--- src/rtl/dmem_arbiter.sv ---
`default_nettype none
// ============================================================================
// Module   : dmem_arbiter
// Purpose  : Two-port arbiter in front of the single-port data memory.
//            Port A (pipeline MEM stage) has priority; port B (loader/DMA)
//            is guaranteed a grant after MAX_WAIT consecutive lost cycles.
//            Grants are same-cycle, read data returns one cycle later.
// Revision : 1.0 - initial release
// ============================================================================
module dmem_arbiter #(
  parameter int ADDR_W   = 9,
  parameter int DATA_W   = 32,
  parameter int MAX_WAIT = 4
) (
  input  logic              clk,
  input  logic              rst_n,
  // port A: pipeline MEM stage
  input  logic              i_a_req,
  input  logic              i_a_we,
  input  logic [ADDR_W-1:0] i_a_addr,
  input  logic [DATA_W-1:0] i_a_wdata,
  output logic              o_a_gnt,
  output logic              o_a_stall,
  output logic              o_a_rvalid,
  output logic [DATA_W-1:0] o_a_rdata,
  // port B: secondary master
  input  logic              i_b_req,
  input  logic              i_b_we,
  input  logic [ADDR_W-1:0] i_b_addr,
  input  logic [DATA_W-1:0] i_b_wdata,
  output logic              o_b_gnt,
  output logic              o_b_rvalid,
  output logic [DATA_W-1:0] o_b_rdata,
  // memory side
  output logic [ADDR_W-1:0] o_mem_address,
  output logic [DATA_W-1:0] o_mem_write_data,
  output logic              o_mem_write,
  output logic              o_mem_read,
  input  logic [DATA_W-1:0] i_mem_read_data
);

  // Four bits cover the whole legal MAX_WAIT range of 1..15.
  localparam int                 c_CNT_W    = 4;
  localparam logic [c_CNT_W-1:0] c_WAIT_MAX = c_CNT_W'(MAX_WAIT);

  logic [c_CNT_W-1:0] r_wait_cnt;
  logic               r_last_b;
  logic               r_a_rvalid;
  logic               r_b_rvalid;
  logic [DATA_W-1:0]  r_a_rdata;
  logic [DATA_W-1:0]  r_b_rdata;

  logic               w_b_wins;
  logic               w_a_gnt;
  logic               w_b_gnt;
  logic               w_unused_dbg;

  // Arbitration: B wins when A is idle or when B has been starved long enough.
  always_comb begin
    w_b_wins = i_b_req & (~i_a_req | (r_wait_cnt >= c_WAIT_MAX));
    w_b_gnt  = rst_n & w_b_wins;
    w_a_gnt  = rst_n & i_a_req & ~w_b_wins;
  end

  // Memory mux: granted port drives the memory; A's fields when nobody is granted.
  always_comb begin
    o_mem_address    = i_a_addr;
    o_mem_write_data = i_a_wdata;
    o_mem_write      = 1'b0;
    o_mem_read       = 1'b0;
    if (w_b_gnt) begin
      o_mem_address    = i_b_addr;
      o_mem_write_data = i_b_wdata;
      o_mem_write      = i_b_we;
      o_mem_read       = ~i_b_we;
    end else if (w_a_gnt) begin
      o_mem_write      = i_a_we;
      o_mem_read       = ~i_a_we;
    end
  end

  // Starvation counter, read-return registers and the B-grant debug flag.
  always_ff @(posedge clk) begin
    if (!rst_n) begin
      r_wait_cnt <= '0;
      r_last_b   <= 1'b0;
      r_a_rvalid <= 1'b0;
      r_b_rvalid <= 1'b0;
      r_a_rdata  <= '0;
      r_b_rdata  <= '0;
    end else begin
      r_last_b   <= w_b_gnt;
      r_a_rvalid <= w_a_gnt & ~i_a_we;
      r_b_rvalid <= w_b_gnt & ~i_b_we;
      if (w_a_gnt && !i_a_we) begin
        r_a_rdata <= i_mem_read_data;
      end
      if (w_b_gnt && !i_b_we) begin
        r_b_rdata <= i_mem_read_data;
      end
      if (w_b_gnt || !i_b_req) begin
        r_wait_cnt <= '0;
      end else if (r_wait_cnt < c_WAIT_MAX) begin
        r_wait_cnt <= r_wait_cnt + 1'b1;
      end
    end
  end

  // last_b is an observation-only tap; it has no consumer inside the arbiter.
  assign w_unused_dbg = r_last_b;

  assign o_a_gnt    = w_a_gnt;
  assign o_b_gnt    = w_b_gnt;
  assign o_a_stall  = i_a_req & ~w_a_gnt;
  assign o_a_rvalid = r_a_rvalid;
  assign o_b_rvalid = r_b_rvalid;
  assign o_a_rdata  = r_a_rdata;
  assign o_b_rdata  = r_b_rdata;

endmodule
`default_nettype wire
--- config.mk ---
export PLATFORM = sky130hd
export DESIGN_NAME = dmem_arbiter
export DESIGN_NICKNAME = d
export VERILOG_FILES = /design/src/rtl/dmem_arbiter.sv
export SDC_FILE = /design/constraint.sdc
export NUM_CORES = 1
export LEC_CHECK = 0
export ABC_AREA = 1
export CAP_MARGIN = 20
export CORE_ASPECT_RATIO = 0.9
export CORE_MARGIN = 10
export CORE_UTILIZATION = 37
export DETAILED_ROUTE_END_ITERATION = 16
export GPL_TIMING_DRIVEN = 1
export PLACE_DENSITY = 0.92
export SLEW_MARGIN = 25
export SYNTH_ARGS = -nofsm -noshare
export SYNTH_HDL_FRONTEND = slang
export SYNTH_SLANG_ARGS = --single-unit
--- constraint.sdc ---
create_clock -name clk -period 1.8 [get_ports clk]
set_clock_uncertainty 0.05 [all_clocks]
set_input_delay 0.36 -clock clk [delete_from_list [all_inputs] [get_ports clk]]
set_output_delay 0.36 -clock clk [all_outputs]
set_load 0.005 [all_outputs]
==> impl_metrics.env <==
export IMPL_worstSetupEndpointType="output pin"
export IMPL_yosysSeqAreaShare_pct=37.6
export IMPL_power_density_nw_per_um2=583
export IMPL_postCtsHoldBufs=0
export IMPL_initial_core_util_pct=38.3
export IMPL_io_buffers=231
export IMPL_routed_via_density=4.55
export IMPL_critical_path_class="register to output pin"
export IMPL_crit_required_ns=1.39
export IMPL_violations="negative setup slack"
export IMPL_synthCells=642
export IMPL_yosys_area_share_simple_pct=42.3
export IMPL_syn_nets=763
export IMPL_cts_path_max_buffers=2
export IMPL_remaining_drc_errors=0
export IMPL_cts_htree_levels=3
export IMPL_routabilityCongestion=0.948
export IMPL_fin_crit_ns=1.96
export IMPL_synth_cell_area_sq_um=3730
export IMPL_route_vias_total=4615
export IMPL_worst_pin_slew_ns=0.668
export IMPL_drive_above_1_share_pct=19.2
export IMPL_layout_commonest_cell="nand2_1"
export IMPL_tns_ns=-5.23
export IMPL_wl_per_cell_um=16.5
export IMPL_drt_iter0_drc=303
export IMPL_clock_fmax_mhz=511
export IMPL_grt_pass1_wl_um=23900
export IMPL_maxCapViolCount=0
export IMPL_fin_crit_sh_pct=109
export IMPL_yosysWarnings=0
export IMPL_syn2layout_area_growth_pct=84.9
export IMPL_synth_top_area_share_pct=37.6
export IMPL_synth_top_area_cell="dfxtp_1"
export IMPL_routed_wl_um=16700
export IMPL_cts_root_buf="clkbuf_8"
export IMPL_overflow=0
export IMPL_numCtsBuffers=9
export IMPL_dieHeight_um=115
export IMPL_vdd_drop_max_v=0.000587
export IMPL_ys_async_sr_fraction_pct=0
export IMPL_slew_viol_final=0
export IMPL_p_leak_uw=0.00357
export IMPL_synthTopCellsByArea="dfxtp_1 (38%), nand2_1 (26%), inv_1 (14%)"
export IMPL_relSlewSlack_pct=55.5
export IMPL_ios=232
export IMPL_synth_edff_count=0
export IMPL_cp_max_fo=5
export IMPL_synthFlopType="dfxtp_1"
export IMPL_grtUsageTotal_pct=20.4
export IMPL_synth_cell_types=23
export IMPL_antenna_found_initial=0
export IMPL_layout_common_cells="nand2_1 (194), clkdlybuf4s50_1 (182), inv_1 (133)"
export IMPL_worstSetupStartpointType="register"
export IMPL_status="complete, but fails checks"
export IMPL_dp_final_hpwl_um=11300
export IMPL_finalHoldViolCount=0
export IMPL_grt_pass1_vias=4397
export IMPL_rsz0062_at_grt="yes"
export IMPL_drt_pass1_iterations=5
export IMPL_core_sq_um=9740
export IMPL_setup_violations=44
export IMPL_ant_nets=0
export IMPL_num_nets_final=1007
export IMPL_yosys_area_share_adder_pct=0.335
export IMPL_grt_max_degree=66
export IMPL_syn_area_per_cell_sq_um=5.81
export IMPL_synthXorXnorAreaFrac_pct=0
export IMPL_ys_ff_latch=70
export IMPL_preCtsSetupSlack_ns=-0.629
export IMPL_rows=34
export IMPL_hold_class="register to register"
export IMPL_clock_latency_ns=0.35
export IMPL_path_clk_slew_ns=0.07
export IMPL_synthMuxAreaShare_pct=0
export IMPL_die_w_um=126
export IMPL_clock_sinks=70
export IMPL_crit_arrival_ns=1.55
export IMPL_antenna_cells=0
export IMPL_die_area_sq_um=14500
export IMPL_cts_tree="done"
export IMPL_synth_top_family_by_area="simple AND/OR/NAND/NOR gates"
export IMPL_setup_slack_ns=-0.157
export IMPL_synth_compound_area_share_pct=1.07
==> registers in the layout, summed over array words and instances, names as in the netlist <==
| name | flops |
|---|---|
| o_a_rdata | 32 |
| o_b_rvalid | 1 |
| o_b_rdata | 32 |
| o_a_rvalid | 1 |
| r_wait_cnt | 4 |
==> area by class of cell <==
cell class,count,area (sq um)
Clock inverter,1,5.00
Sequential cell,70,1410
Fill cell,744,2840
Timing Repair Buffer,267,2680
Multi-Input combinational cell,400,1950
Inverter,138,531
Clock buffer,13,169
Tap cell,126,158
==> metal layers <==
metal  track usage, %  wire [um]  vias to the layer above
li1                 -          -                     2331
met1             22.8       6200                     2094
met2             36.7       9000                      161
met3             6.72       1160                       29
met4             5.23        377                        0
met5                0          0                        -
==> synth_stat cells, types with 2 or more instances <==
library cell / number
nand2_1: 256
buf_6: 2
inv_1: 135
nor2_1: 99
buf_4: 3
buf_1: 5
clkbuf_1: 4
nand2_2: 2
dfxtp_1: 70
inv_2: 2
nand4_1: 32
nand3_2: 2
buf_2: 20
==> power breakdown <==
group | switching (uW) | internal (uW)
sequential | 35.4 | 1620
combinational | 533 | 671
clock | 564 | 597
==> metrics by stage <==
step                      total power [uW]  util [%]  hold WS [ns]  instances  cell area, sq um
after CTS                             3950      68.2         0.392       1015              6650
after floorplan                       2050         -         0.349        642              3730
after detailed placement              2750      63.8         0.382        986              6210
final                                 4020      70.8         0.392       1015              6900
after global placement                2730      63.8         0.364        986              6210
after global routing                  4220      70.8         0.420       1015              6900
==> worst paths after layout <==
kind | start | endpoint | slack [ns] | depth (start not counted)
setup / recovery | r_wait_cnt[3] | o_mem_write_data[17] | -0.16 | 8
hold / removal | r_wait_cnt[0] | r_wait_cnt[0] | 0.39 | 1
setup reg to reg | r_wait_cnt[3] | o_b_rdata[19] | 0.18 | 8
hold reg to reg | r_wait_cnt[0] | r_wait_cnt[0] | 0.39 | 1
==> critical path, stage by stage (launching register included) <==
cell	delay (ns)
dfxtp_4	0.35
nor2_4	0.14
nand2_4	0.09
nand2_8	0.12
buf_6	0.15
buf_16	0.13
nand2_4	0.05
nand2_2	0.07
buf_2	0.11
==> logic make-up (layout without fill, tap and decap cells) <==
family,after synthesis,in the layout
compound gates,5,5
fa+ha+maj,1,1
buf+inv,172,419
flops,70,70
other cells,1,1
simple gates,393,393
==> timing repair <==
item,CTS,global route
gates resized for setup,221,102
buffers inserted,9,1
setup endpoints to repair,46,77
pin swaps,26,22
gates cloned,6,2
Power figures use the tool's default switching activity.
